`src/rtl/bcd_pkg.sv`:
```
// Shared definitions for the serial BCD adder/subtractor: FSM states,
// decimal constants and the default operand size.
package bcd_pkg;

    localparam int NDIG_DEFAULT = 4;

    localparam logic [3:0] BCD_MAX  = 4'd9;
    localparam logic [3:0] BCD_CORR = 4'd6;

    typedef enum logic [1:0] {
        IDLE,
        ADD,
        FIX,
        DONE
    } state_t;

    // Nine's complement of one BCD digit.
    function automatic logic [3:0] nines_comp(input logic [3:0] d);
        return BCD_MAX - d;
    endfunction

endpackage

```
`src/rtl/bcd_digit_adder.sv`:
```
// One-digit BCD adder: 4-bit binary add with carry-in, then decimal
// correction so the output is a valid BCD digit plus decimal carry.
module bcd_digit_adder
    import bcd_pkg::*;
(
    input  logic [3:0] x,
    input  logic [3:0] y,
    input  logic       cin,
    output logic [3:0] sum,
    output logic       cout
);

    logic [4:0] raw;

    always_comb begin
        raw = {1'b0, x} + {1'b0, y} + {4'b0000, cin};
        if (raw > {1'b0, BCD_MAX}) begin
            // The add wraps modulo 16, which drops the decimal carry bit.
            sum  = raw[3:0] + BCD_CORR;
            cout = 1'b1;
        end else begin
            sum  = raw[3:0];
            cout = 1'b0;
        end
    end

endmodule

```
`src/rtl/bcd_serial_addsub.sv`:
```
// Digit-serial BCD add/subtract. Subtraction is done as a + 9's complement
// of b + 1; a negative result is turned into its magnitude by a second pass.
module bcd_serial_addsub
    import bcd_pkg::*;
#(
    parameter int NDIG = NDIG_DEFAULT
) (
    input  logic              clk,
    input  logic              rst,
    input  logic              start,
    input  logic              sub,
    input  logic [4*NDIG-1:0] a,
    input  logic [4*NDIG-1:0] b,
    output logic              busy,
    output logic              done,
    output logic [4*NDIG-1:0] result,
    output logic              cout,
    output logic              neg,
    output logic              invalid
);

    localparam int W  = 4 * NDIG;
    localparam int IW = (NDIG > 1) ? $clog2(NDIG) : 1;
    localparam logic [IW-1:0] LAST_IDX = IW'(NDIG - 1);

    state_t        state, next_state;
    logic [W-1:0]  a_reg, b_reg, result_reg;
    logic          sub_reg;
    logic [IW-1:0] idx;
    logic          carry;
    logic          cout_reg, neg_reg, invalid_reg;

    logic          accept;
    logic          bad_digit;
    logic          last_digit;
    logic [3:0]    add_x, add_y, add_sum;
    logic          add_cout;

    // Digit validity is checked on the live operands so a bad operand can
    // be rejected in the accepting cycle.
    always_comb begin
        bad_digit = 1'b0;
        for (int i = 0; i < NDIG; i++) begin
            if (a[4*i +: 4] > BCD_MAX || b[4*i +: 4] > BCD_MAX)
                bad_digit = 1'b1;
        end
    end

    assign accept     = start && (state == IDLE || state == DONE);
    assign last_digit = (idx == LAST_IDX);

    // The single digit adder is shared: ADD feeds a_i and (complemented) b_i,
    // FIX feeds the complement of the stored result digit.
    always_comb begin
        if (state == FIX) begin
            add_x = nines_comp(result_reg[4*idx +: 4]);
            add_y = 4'd0;
        end else begin
            add_x = a_reg[4*idx +: 4];
            add_y = sub_reg ? nines_comp(b_reg[4*idx +: 4]) : b_reg[4*idx +: 4];
        end
    end

    bcd_digit_adder u_digit_adder (
        .x    (add_x),
        .y    (add_y),
        .cin  (carry),
        .sum  (add_sum),
        .cout (add_cout)
    );

    always_ff @(posedge clk or posedge rst) begin
        if (rst)
            state <= IDLE;
        else
            state <= next_state;
    end

    always_comb begin
        // NOTE: next_state gets a default before the case so no path through
        // this block leaves it unassigned (which would infer a latch).
        next_state = state;
        case (state)
            IDLE, DONE: begin
                if (accept)
                    next_state = bad_digit ? DONE : ADD;
                else
                    next_state = IDLE;
            end
            ADD: begin
                if (last_digit)
                    next_state = (!sub_reg || add_cout) ? DONE : FIX;
            end
            FIX: begin
                if (last_digit)
                    next_state = DONE;
            end
            default: next_state = IDLE;
        endcase
    end

    // NOTE: all state here uses non-blocking assignments so every register
    // samples the pre-edge values of the others, independent of statement order.
    always_ff @(posedge clk or posedge rst) begin
        if (rst) begin
            a_reg       <= '0;
            b_reg       <= '0;
            sub_reg     <= 1'b0;
            result_reg  <= '0;
            idx         <= '0;
            carry       <= 1'b0;
            cout_reg    <= 1'b0;
            neg_reg     <= 1'b0;
            invalid_reg <= 1'b0;
        end else if (accept) begin
            cout_reg <= 1'b0;
            neg_reg  <= 1'b0;
            idx      <= '0;
            if (bad_digit) begin
                invalid_reg <= 1'b1;
                result_reg  <= '0;
                carry       <= 1'b0;
            end else begin
                invalid_reg <= 1'b0;
                a_reg       <= a;
                b_reg       <= b;
                sub_reg     <= sub;
                carry       <= sub;
            end
        end else if (state == ADD) begin
            result_reg[4*idx +: 4] <= add_sum;
            carry                  <= add_cout;
            idx                    <= idx + IW'(1);
            if (last_digit) begin
                idx <= '0;
                if (!sub_reg) begin
                    cout_reg <= add_cout;
                end else if (!add_cout) begin
                    // No end-around carry: the difference is negative and the
                    // stored digits are its ten's complement.
                    neg_reg <= 1'b1;
                    carry   <= 1'b1;
                end
            end
        end else if (state == FIX) begin
            result_reg[4*idx +: 4] <= add_sum;
            carry                  <= add_cout;
            idx                    <= last_digit ? '0 : idx + IW'(1);
        end
    end

    assign busy    = (state == ADD) || (state == FIX);
    assign done    = (state == DONE);
    assign result  = result_reg;
    assign cout    = cout_reg;
    assign neg     = neg_reg;
    assign invalid = invalid_reg;

endmodule

```
`config.mk`:
```
export PLATFORM = sky130hd
export DESIGN_NAME = bcd_serial_addsub
export DESIGN_NICKNAME = d
export VERILOG_FILES = /design/src/rtl/bcd_pkg.sv /design/src/rtl/bcd_digit_adder.sv /design/src/rtl/bcd_serial_addsub.sv
export SDC_FILE = /design/constraint.sdc
export NUM_CORES = 1
export LEC_CHECK = 0
export CAP_MARGIN = 10
export CORE_MARGIN = 2
export CORE_UTILIZATION = 53
export DETAILED_ROUTE_END_ITERATION = 8
export MAX_ROUTING_LAYER = met4
export PLACE_DENSITY = 0.8
export SLEW_MARGIN = 20
export SYNTH_ARGS = -nofsm -noshare
export SYNTH_HDL_FRONTEND = slang
export SYNTH_SLANG_ARGS = --single-unit
```
`constraint.sdc`:
```
create_clock -name clk -period 4.4 [get_ports clk]
set_input_delay 0.88 -clock clk [delete_from_list [all_inputs] [get_ports clk]]
set_output_delay 0.88 -clock clk [all_outputs]
set_load 0.01 [all_outputs]
```
# Yosys cells after proc, flatten, opt, wreduce, memory -nomap -nowiden
# Index checks and enable logic that the tools add are counted.
# word_totals
regBits	57
out_inout_bits	21
elab_cells	101
# op_classes
add_sub_neg	7
magnitude_cmp	9
eq_ne	9
n_shift	5
mux	40
n_bitwise	1
n_reduce_logical	20
# op_table
operator	count
two-way mux 16 bit	4
indexed part select 16 x 5 -> 4 bit	3
negator 4 -> 34 bit	1
variable shift 4 x 34 -> 16 bit (first input constant)	1
indexed part select 4 x 34 -> 16 bit	1
> comparator 4 bit (second input constant)	8
two-way mux 1 bit	22
bitwise mux 16 bit	1
two-way mux 2 bit	8
two-way mux 4 bit	4
subtractor 4 bit (first input constant)	2
logical OR 1 bit	7
equality test 2 bit (second input constant)	3
inequality test 2 bit (second input constant)	3
one-hot mux 2 bit (3 select lines)	1
AND reduction 2 bit	3
nonzero test 2 bit	3
adder 4 x 4 -> 5 bit	1
adder 5 x 1 -> 5 bit	1
> comparator 5 x 4 -> 1 bit (second input constant)	1
adder 4 x 3 -> 4 bit (second input constant)	1
inequality test 2 x 1 -> 1 bit (second input constant)	2
AND reduction 4 bit	1
AND reduction 3 bit	1
8 further kinds	8

# Depth between registers and ports, before layout
# Gate-level depths: netlist (run 1).
# depth
ltp_word	13
mapped_depth	17
depth_no_buf	16

# Hierarchy
# A second synthesis (run 1) with hierarchy kept.
# hier_totals
cells_unflattened	249
hier_area_um2	3096.7
# by_module_without_submodules
mod	instances	cells_each	area_per_inst_um2
bcd_serial_addsub	1	227	2885.3
bcd_digit_adder	1	22	211.5

# Worst setup path before layout (run 1)
# Ideal clock, no wire load.
# synth_path
path_type	reg-to-reg
from	register idx[0]
to	register neg_reg, in the netlist neg
t_arrival_ns	3.679
required_ns	4.279
setup_slack_ns	0.600
path_stages_with_launch	16
cell_sequence	dfrtp_1 -> buf_2 -> mux4_2 -> xor2_1 -> nand2_1 -> fa_1 -> inv_1 -> fa_1 -> xor2_1 -> inv_2 -> ha_1 -> a21boi_2 -> or3b_1 -> a21o_1 -> and2_4 -> a22o_1
# synth_via
elab_chain_cells	10
word_cells_on_any_way	16
cone_classes	add/sub (4); order compare (1); eq/ne (2); shift (3); mux (4); reduce/logical (2)
# synth_rtl
item	line_no	rtl
start, declared	bcd_serial_addsub.sv:29	logic [IW-1:0] idx;
start signal, assigned	bcd_serial_addsub.sv:133	idx <= idx + IW'(1);
start signal, assigned	bcd_serial_addsub.sv:148	idx <= last_digit ? '0 : idx + IW'(1);
indexed part select 16 x 5 -> 4 bit	bcd_serial_addsub.sv:60	add_y = sub_reg ? nines_comp(b_reg[4*idx +: 4]) : b_reg[4*idx +: 4];
subtractor 4 bit	bcd_pkg.sv:19	return BCD_MAX - d;
two-way mux 4 bit	bcd_serial_addsub.sv:60	
two-way mux 4 bit	bcd_serial_addsub.sv:55	if (state == FIX) begin
adder 4 x 4 -> 5 bit	bcd_digit_adder.sv:16	raw = {1'b0, x} + {1'b0, y} + {4'b0000, cin};
adder 5 x 1 -> 5 bit	bcd_digit_adder.sv:16	
> comparator 5 x 4 -> 1 bit	bcd_digit_adder.sv:17	if (raw > {1'b0, BCD_MAX}) begin
two-way mux 1 bit	bcd_digit_adder.sv:17	
inequality test 2 bit (no line)	--	
AND reduction 4 bit (no line) *	--	
end signal, assigned	bcd_serial_addsub.sv:113	neg_reg <= 1'b0;
end signal, assigned	bcd_serial_addsub.sv:117	neg_reg <= 1'b0;
end signal, assigned	bcd_serial_addsub.sv:141	neg_reg <= 1'b1;
end, declared	bcd_serial_addsub.sv:31	logic cout_reg, neg_reg, invalid_reg;
# Every way passes the cells marked *; elsewhere a longest branch is shown, timed or not.
# A chain may end at the register's enable or synchronous reset.

# Worst setup path after layout (run 1)
# layout_path
from	register idx[0]
to	register result_reg[9], in the netlist result[9]
# layout_via
elab_chain_cells	13
word_cells_on_any_way	20
cone_classes	add/sub (6); order compare (1); shift (5); mux (8)
# layout_rtl
item	line_no	rtl
indexed part select 16 x 5 -> 4 bit	bcd_serial_addsub.sv:60	
subtractor 4 bit	bcd_pkg.sv:19	
two-way mux 4 bit	bcd_serial_addsub.sv:60	
two-way mux 4 bit	bcd_serial_addsub.sv:55	
adder 4 x 4 -> 5 bit	bcd_digit_adder.sv:16	
adder 5 x 1 -> 5 bit	bcd_digit_adder.sv:16	
adder 4 x 3 -> 4 bit or > comparator 5 x 4 -> 1 bit (tied branches)	bcd_digit_adder.sv:19, bcd_digit_adder.sv:17	
two-way mux 4 bit	bcd_digit_adder.sv:17	
indexed part select 4 x 34 -> 16 bit	bcd_serial_addsub.sv:131, bcd_serial_addsub.sv:146	
bitwise mux 16 bit *	bcd_serial_addsub.sv:131, bcd_serial_addsub.sv:146	
two-way mux 16 bit	bcd_serial_addsub.sv:145	end else if (state == FIX) begin
two-way mux 16 bit *	bcd_serial_addsub.sv:130	end else if (state == ADD) begin
two-way mux 16 bit *	bcd_serial_addsub.sv:115	end else if (accept) begin
end signal, assigned by index	bcd_serial_addsub.sv:131	result_reg[4*idx +: 4] <= add_sum;
end signal, assigned by index	bcd_serial_addsub.sv:146	result_reg[4*idx +: 4] <= add_sum;
end, declared	bcd_serial_addsub.sv:27	logic [W-1:0] a_reg, b_reg, result_reg;
# Every way passes the cells marked *; elsewhere a longest branch is shown, timed or not. The select of a mux whose other input is x is not followed.

==> results of run 1 <==
-- kinds of logic after synthesis --
family,count (synthesis)
multiplexers,47
AND/OR/NAND/NOR,57
XOR/XNOR,4
adder cells (fa/ha/maj),15
AO/OA/AOI/OAI,63
buffers and inverters,26
flip-flops,57
-- synthesized netlist by cell type (2+ instances only) --
master / count
sky130_fd_sc_hd__a21oi_1: 9
sky130_fd_sc_hd__buf_6: 3
sky130_fd_sc_hd__o21ai_0: 16
sky130_fd_sc_hd__nand4_1: 3
sky130_fd_sc_hd__mux4_2: 12
sky130_fd_sc_hd__clkbuf_1: 3
sky130_fd_sc_hd__nand3_1: 2
sky130_fd_sc_hd__mux2_2: 19
sky130_fd_sc_hd__buf_2: 4
sky130_fd_sc_hd__a22o_1: 15
sky130_fd_sc_hd__nor3_1: 5
sky130_fd_sc_hd__a31oi_1: 4
sky130_fd_sc_hd__xor2_1: 3
sky130_fd_sc_hd__nor2b_1: 2
sky130_fd_sc_hd__fa_1: 2
sky130_fd_sc_hd__dfrtp_1: 57
sky130_fd_sc_hd__nor4b_1: 2
sky130_fd_sc_hd__mux2_1: 15
sky130_fd_sc_hd__a21boi_0: 3
sky130_fd_sc_hd__inv_1: 15
sky130_fd_sc_hd__and2_0: 2
sky130_fd_sc_hd__or3_1: 3
sky130_fd_sc_hd__ha_1: 13
sky130_fd_sc_hd__nor2_1: 16
sky130_fd_sc_hd__a41oi_2: 2
sky130_fd_sc_hd__nand2_1: 12
sky130_fd_sc_hd__a21o_1: 2
-- layer usage --
metal	vias up	routed length [µm]	track usage, %	part of all wire (%)
li1	1132	-	-	-
met1	1219	3234	34.28	43
met2	95	3684	41.14	49
met3	14	408	7.033	5.5
met4	0	133	8.500	1.8
met5	-	0	-	0
-- cell usage in the layout, fill, tap and decap left out, types with 2 or more instances in the layout --
cell type	n
sky130_fd_sc_hd__a21boi_0	3
sky130_fd_sc_hd__a21o_1	2
sky130_fd_sc_hd__a21oi_1	9
sky130_fd_sc_hd__a22o_1	15
sky130_fd_sc_hd__a31oi_1	4
sky130_fd_sc_hd__a41oi_2	2
sky130_fd_sc_hd__and2_0	2
sky130_fd_sc_hd__buf_4	8
sky130_fd_sc_hd__clkbuf_1	2
sky130_fd_sc_hd__clkbuf_8	10
sky130_fd_sc_hd__clkdlybuf4s50_1	56
sky130_fd_sc_hd__clkinv_2	2
sky130_fd_sc_hd__dfrtp_1	57
sky130_fd_sc_hd__fa_1	2
sky130_fd_sc_hd__ha_1	13
sky130_fd_sc_hd__inv_1	14
sky130_fd_sc_hd__inv_2	2
sky130_fd_sc_hd__mux2_1	15
sky130_fd_sc_hd__mux2_2	19
sky130_fd_sc_hd__mux4_2	12
sky130_fd_sc_hd__nand2_1	12
sky130_fd_sc_hd__nand3_1	2
sky130_fd_sc_hd__nand4_1	3
sky130_fd_sc_hd__nor2_1	16
sky130_fd_sc_hd__nor2b_1	2
sky130_fd_sc_hd__nor3_1	5
sky130_fd_sc_hd__nor4b_1	2
sky130_fd_sc_hd__o21ai_0	16
sky130_fd_sc_hd__or3_1	3
sky130_fd_sc_hd__xor2_1	3
-- final timing paths --
kind,from,endpoint,slack (ps),cells after the start
worst max-delay path,idx[0]$_DFFE_PP0N_,result[9]$_DFFE_PP0P_,400,15
worst min-delay path,a_reg[4]$_DFFE_PP0P_,a_reg[4]$_DFFE_PP0P_,480,1
worst max register to register,idx[0]$_DFFE_PP0N_,result[9]$_DFFE_PP0P_,400,15
worst min register to register,a_reg[4]$_DFFE_PP0P_,a_reg[4]$_DFFE_PP0P_,480,1
max in group asynchronous,rst,cout$_DFFE_PP0P_,2700,3
min in group asynchronous,rst,result[8]$_DFFE_PP0P_,870,2
-- cell type report --
class / instances / area [µm²] / share of cell area [%]
Multi-Input combinational cell: 186 / 1673 / 41.44
Tap cell: 75 / 93.84 / 2.325
Inverter: 16 / 60.06 / 1.488
Clock buffer: 12 / 145.1 / 3.596
Timing Repair Buffer: 64 / 620.6 / 15.38
Sequential cell: 57 / 1426 / 35.34
Clock inverter: 3 / 17.52 / 0.4340
-- where the power goes --
| group | internal [mW] | leakage (nW) | total [mW] | switching [mW] |
|---|---|---|---|---|
| clock network | 0.215 | 0.0822 | 0.425 | 0.210 |
| registers | 0.666 | 0.765 | 0.769 | 0.104 |
| logic | 0.726 | 0.977 | 1.60 | 0.871 |
| total | 1.61 | 1.82 | 2.79 | 1.19 |
-- critical path, stage by stage (launching register included) --
cell                       delay, ps
sky130_fd_sc_hd__dfrtp_1         480
sky130_fd_sc_hd__buf_4           230
sky130_fd_sc_hd__mux4_2          500
sky130_fd_sc_hd__nor2_1          110
sky130_fd_sc_hd__a21oi_1          60
sky130_fd_sc_hd__fa_1            440
sky130_fd_sc_hd__inv_1            90
sky130_fd_sc_hd__fa_1            250
sky130_fd_sc_hd__xor2_1          320
sky130_fd_sc_hd__inv_2            70
sky130_fd_sc_hd__ha_1            260
sky130_fd_sc_hd__a21boi_2        140
sky130_fd_sc_hd__or3b_1          390
sky130_fd_sc_hd__a211o_1         320
sky130_fd_sc_hd__o211ai_2        120
sky130_fd_sc_hd__a22o_1          170
-- stage by stage --
stage	util (%)	cells	setup WS (ps)	hold WS (ps)
after floorplan	-	269	599.8	452.4
after global placement	65.82	398	538.6	462.9
after detailed placement	65.82	398	421.9	472.9
after CTS	68.58	413	406.3	487.1
after global routing	68.58	413	119.0	496.7
final	68.58	413	402.7	483.3
==> results.md, run 1 <==
Yosys:
- In this run the biggest area consumer among cell types represents 44.24% of the synthesized area.
- After Yosys synthesis, and, or, nand and nor cells account for 9.430% of the synthesized area.
- In this run the mean area of a mapped cell was 11.99 µm².
- The fraction of synthesis flops using an asynchronous set or reset pin is 100.0%.
- The sequential share of the synthesized area is 44.24%.
- After synthesis the netlist holds a flip-flop and latch count of 57.
- Yosys attributes the largest share of cell area to sky130_fd_sc_hd__dfrtp_1 44%, sky130_fd_sc_hd__mux4_2 8.4%, sky130_fd_sc_hd__mux2_2 6.6%.
- The total of warnings raised by yosys is 0.
- The largest family of logic cells by synthesized area is multiplexers.
- Counting distinct cell types in the post-synthesis netlist gives 52.
- Counting flops with a built-in enable in the synthesized netlist gives 0.
- The xor/xnor share of the synthesized area is 1.087%.
- The synthesized net count is 320.
- The total standard cell area after synthesis is 3224 µm².
- The dominant cell type by area after synthesis is sky130_fd_sc_hd__dfrtp_1.
- The post-synthesis share of cell area spent on full adders, half adders and majority gates is 6.286%.
- The compound-gate portion of the synthesized area is 14.51%.
- In the synthesized netlist, the number of instances is 269.
- In the synthesized netlist, mux cells make up 20.57% of the area.
- The commonest register cell after synthesis is sky130_fd_sc_hd__dfrtp_1.

Global route:
- The number of global-route vias before repair was 2534.
- The first-pass GRT wire length is 12590 µm.
- The initial antenna violation count was 0.
- Entering global routing, the biggest net connects 35 pins.
- Global routing finished with a remaining overflow of 0.
- Global routing used 26.54% of the available tracks.

Power:
- The leakage component of the power is 1.824 nW.
- VDD sags by at most 0.4658 mV.
- Dividing total power by cell area gives a power density of 691.6 nW/µm².
- The completed layout was analyzed and its total power is 2.792 mW.

Route:
- The detail route stage leaves a number of antenna-violating nets equal to 0.
- After detailed routing, the number of vias per cell comes to 5.956.
- The final route contains 2460 vias.
- The final routed wire length divided by cell count is 18.07 µm.
- The DRC violations left is 0.
- Summed over all layers, the routed wires come to 7461 µm.
- The length of the first detailed-routing pass in iterations is 5.
- The number of DRC markers in iteration 0 is 232.

Timing:
- The peak clock frequency supported by timing is 250.2 MHz.
- The worst path needs 3997 ps of the cycle, external delays included.
- After layout, the worst path uses 90.85% of the clock period.
- The clock arrives with 5.251 ps of skew.
- The number of pins exceeding their max-slew limit in the final report is 0.
- Setup repair after global routing left no endpoint under its margin.
- Setup violations remaining at the end of the flow were counted as 0.
- The final sum of negative setup slack is 0 ps.
- For the pin with the worst max-slew slack, the measured transition is 629.6 ps.
- Measured against its own limit, the worst slew margin works out to 57.44%.
- The number of hold-slack violations in the final timing report came to 0.

Floorplanning:
- The floorplan step defined a die boundary enclosing 6723 µm².
- Pin placement for this block handled 57 I/O pins.
- The floorplan step set the die width to 82.00 µm.
- The initial cell density of the core is 54.78%.
- The die height is 82.00 µm.
- After floorplanning, the core was divided into 28 placement rows.
- The placeable core area is 5886 µm².

Clocking:
- Clock tree synthesis selected as its root buffer the cell sky130_fd_sc_hd__clkbuf_8.
- For the worst-skew pair, the clock arrives at the later sink with an insertion delay of 350 ps.
- The CTS tree is yes.
- The clock net in this run drives a total of 57 sinks.
- The clock tree buffer depth is 2.
- The clock-pin transition on the worst setup and hold timing paths is 70 ps.
- The total number of H-tree levels is 3.
- The number of clock buffers added by TritonCTS is 9.
- The number of post-CTS setup repair buffers is 0.
- The number of hold buffers added after CTS was 0.
- In this run, post-CTS repair resized a total of 0 instances.

Place:
- The cell area after placement is 3874 µm².
- At the end of routability-driven placement, the weighted congestion stood at 0.9873.
- Detailed placement ended at an HPWL of 5730 µm.
- The count of buffers added on input and output ports is 56.

Finish:
- The fill cell instance count of the final layout is 444.
- The fraction of layout instances using a drive strength above 1 is 18.64%.
- The design area is 4036 µm².
- The layout overhead on the synthesized area is 25.18%.
- The antenna diode count is 0.
- After the last flow step, the layout net total stands at 385.

Worst setup path:
- The worst setup path is captured at a flip-flop.
- By startpoint and endpoint, the worst setup path is classified as flip-flop to flip-flop.
- Of all nets on the critical path, the largest fanout is 8.
- The launching element type of the critical path is a flip-flop.
- The data arrival time of the critical path is 4280 ps.
- Data on the critical path is required at its endpoint by 4690 ps.

Run:
- The number of max-cap violations is 0.

Outcome:
- The flow ran to the end, and the final reports show no timing, DRC or antenna violations.

Min path:
- The class of the worst hold path is flip-flop to flip-flop.
Note: power is estimated with default switching activity, not from simulation.
==> run 2, diff against run 1 <==
--- a/config.mk
+++ b/config.mk
@@ -7,10 +7,11 @@
 export LEC_CHECK = 0
 export CAP_MARGIN = 10
 export CORE_MARGIN = 2
-export CORE_UTILIZATION = 53
+export CORE_UTILIZATION = 41
 export DETAILED_ROUTE_END_ITERATION = 8
+export DONT_BUFFER_PORTS = 1
 export MAX_ROUTING_LAYER = met4
-export PLACE_DENSITY = 0.8
+export SETUP_SLACK_MARGIN = 0.15
 export SLEW_MARGIN = 20
 export SYNTH_ARGS = -nofsm -noshare
 export SYNTH_HDL_FRONTEND = slang
==> results.md, run 2 (synthesis gave the netlist of run 1 again) <==
Timing:
- The peak clock frequency supported by timing was 250.8 MHz (+0.25%).
- The number of pins exceeding their max-slew limit in the final report came to 0 (unchanged).
- The final worst slack came to 412.5 ps (+9.776 ps).
- The final sum of negative setup slack came to 0 ps (unchanged).
- The worst slew margin relative to its limit came to 51.58% (-5.9 points).
- Setup repair after global routing left no endpoint under its margin.
- The final worst clock skew is 8.929 ps (+3.679 ps).
- The transition at the pin with the smallest max-transition slack is 716.1 ps (+86.55 ps).
- The setup-violating endpoint count in the final report is 0 (unchanged).
- The time the final worst path needs with I/O delays and setup is 3987 ps (-9.776 ps).
- The number of hold-slack violations in the final timing report is 0 (unchanged).
- The post-route clock period utilization is 90.62% (-0.22 points).

Worst setup path:
- The slack of the worst reg-to-reg path is 410 ps (about the same).
- The data arrival time of the critical path was 4230 ps (-50 ps).
- The kind of end point of the critical path is a flip-flop.
- In this run the critical register-to-register path is launched from idx[0]$_DFFE_PP0N_.
- The worst endpoint required time is 4640 ps (-50 ps).
- The endpoint of the most critical register-to-register path is neg$_DFFE_PP0P_.
- The signal on the critical path passes through buf_4, mux4_2, xor2_1, nand2_1, fa_1, inv_1, fa_1, xor2_1, inv_2, ha_1, a21boi_2, or3b_1, a21o_1, and2_4, a22o_1.
- The peak fanout along the critical path is 15 (+7).
- The worst-case reg-to-reg path depth was 15 (unchanged).
- The stage delay of the slowest cell on the critical path is 550 ps (+50 ps).
- The critical path in this run is classified as flip-flop to flip-flop.
- The worst setup path is launched from a flip-flop.
- The slowest stage of the critical path belongs to the cell sky130_fd_sc_hd__mux4_2.

Global route:
- The initial antenna violation count came to 0 (unchanged).
- The number of global-route vias before repair is 2276 (-10%).
- The first-pass GRT wire length is 11880 µm (-5.6%).
- The combined global-route utilization of all metal layers was 18.74% (-7.8 points).
- The overflow left after global routing came to 0 (unchanged).
- The maximum number of pins on one net before global-route repair is 58 (+66%).

Finish:
- The number of nets in the layout is 328 (-15%).
- Leaving out fill and tap cells, the most frequent cell in the layout is sky130_fd_sc_hd__dfrtp_1.
- The layout overhead on the synthesized area is 9.895%.
- The fraction of layout instances using a drive strength above 1 came to 23.05% (+4.4 points).
- In the layout the commonest cells are 57 x sky130_fd_sc_hd__dfrtp_1, 19 x sky130_fd_sc_hd__mux2_2, 16 x sky130_fd_sc_hd__o21ai_0, 16 x sky130_fd_sc_hd__nor2_1.
- The antenna diode count was 0 (unchanged).

Floorplanning:
- The count of pins on the block boundary is 57 (unchanged).
- The die height is 92.68 µm (+13%).
- The placeable core area is 7687 µm² (+31%).
- The site row count is 32 (+14%).
- The overall die area is 8590 µm² (+28%).
- The initial cell density of the core came to 41.94% (-13 points).
- The die width is 92.68 µm (+13%).

Clocking:
- The total number of H-tree levels was 3 (unchanged).
- The number of resized instances in the post-cts repair step is 0 (unchanged).
- The clock-pin transition on the worst setup and hold timing paths is 70 ps (about the same).
- The root buffer cell chosen for the clock tree is sky130_fd_sc_hd__clkbuf_8.
- The quantity of hold-fixing buffers added after cts was 0 (unchanged).
- The clock tree buffer depth was 2 (unchanged).
- The clock latency on the worst-skew pair is 340 ps (about the same).
- The total clock buffers created by CTS is 9 (unchanged).
- The count of clock tree sinks is 57 (unchanged).
- The number of post-CTS setup repair buffers came to 0 (unchanged).
- TritonCTS built the clock tree.

Route:
- The final routed wire length divided by cell count came to 18.99 µm (+5.1%).
- The number of vias per cell after detailed routing is 5.828 (-2.2%).
- The DRC violations left is 0 (unchanged).
- The sum of routed wire length over all layers is 7292 µm (-2.3%).
- The number of DRC markers in iteration 0 is 121 (-48%).
- The via count was 2238 (-9.0%).
- The antenna violation net count after detailed routing is 0 (unchanged).
- The length of the first detailed-routing pass in iterations is 6 (+1).

Run:
- The number of max-cap violations is 0 (unchanged).

Place:
- The number of I/O port buffers is 0 (-100%).
- The post-placement worst setup slack is 419.8 ps (-2.061 ps).
- The weighted congestion reported at the end of routability-driven placement was 0.8561 (-13%).
- The HPWL after detailed placement is 5470 µm (-4.5%).

Min path:
- The startpoint identified for the worst hold timing path is b_reg[5]$_DFFE_PP0P_.
- The instance count along the most critical hold path is 1 (unchanged).
- For hold timing, the worst endpoint is b_reg[5]$_DFFE_PP0P_.
- The class of the worst hold path is flip-flop to flip-flop.

Power:
- The power density over the cells came to 783.2 nW/µm² (+13%).
- The leakage component of the power is 1.621 nW (-11%).
- The maximum VDD drop was 0.2624 mV (-44%).
- The overall power after layout came to 2.775 mW (-0.59%).

Outcome:
- The run finished with clean final reports.
==> run 2: worst max-delay path, delay by kind of cell (launching register included) <==
| kind | cells | cell delay [ps] |
|---|---|---|
| compound gates | 3 | 530 |
| mux | 1 | 550 |
| fa+ha+maj | 3 | 930 |
| buf+inv | 3 | 430 |
| simple gates | 3 | 640 |
| flops | 1 | 320 |
| xor+xnor | 2 | 480 |
==> run 2: final cells by class <==
type | instances | area (µm²)
clock buffer | 10 | 137.6
clock inverter | 6 | 66.31
fill | 722 | 4144
inverter | 16 | 60.06
multi-input combinational | 186 | 1673
sequential | 57 | 1426
tap | 102 | 127.6
timing repair buffer | 7 | 52.55
==> run 2: worst max path at each step <==
stage                       startpoint              end
global route        idx[0]$_DFFE_PP0N_  neg$_DFFE_PP0P_
global placement    idx[0]$_DFFE_PP0N_  neg$_DFFE_PP0P_
CTS                 idx[0]$_DFFE_PP0N_  neg$_DFFE_PP0P_
detailed placement  idx[0]$_DFFE_PP0N_  neg$_DFFE_PP0P_
floorplan           idx[0]$_DFFE_PP0N_  neg$_DFFE_PP0P_
finish              idx[0]$_DFFE_PP0N_  neg$_DFFE_PP0P_
==> run 2: power by group <==
group / switching (mW) / leakage, nW / internal [mW]
clock network: 0.232 / 0.0949 / 0.277
logic: 0.854 / 0.762 / 0.641
registers: 0.106 / 0.765 / 0.665
total: 1.19 / 1.62 / 1.58
==> run 2: routing by layer <==
metal	up-vias	part of all wire (%)	track usage [%]
met5	-	0	-
met4	0	1.7	6.250
met3	12	7.5	6.998
met2	74	46	27.31
met1	1123	45	24.36
li1	1029	-	-
==> run 2: per-stage QoR <==
step / cell area [µm²] / std cells / hold WS (ps) / util [%]
after floorplan: 3224 / 269 / 452.4 / -
after global placement: 3339 / 368 / 471.4 / 43.44
after detailed placement: 3339 / 368 / 474.4 / 43.44
after CTS: 3543 / 384 / 493.1 / 46.09
after global routing: 3543 / 384 / 502.2 / 46.09
final: 3543 / 384 / 488.6 / 46.09
==> run 3, diff against run 2 <==
--- a/config.mk
+++ b/config.mk
@@ -12,7 +12,7 @@
 export DONT_BUFFER_PORTS = 1
 export MAX_ROUTING_LAYER = met4
 export SETUP_SLACK_MARGIN = 0.15
-export SLEW_MARGIN = 20
+export SLEW_MARGIN = 25
 export SYNTH_ARGS = -nofsm -noshare
 export SYNTH_HDL_FRONTEND = slang
 export SYNTH_SLANG_ARGS = --single-unit
==> results of run 3 <==
The final DEF is identical to that of run 2; final timing and power are the same.
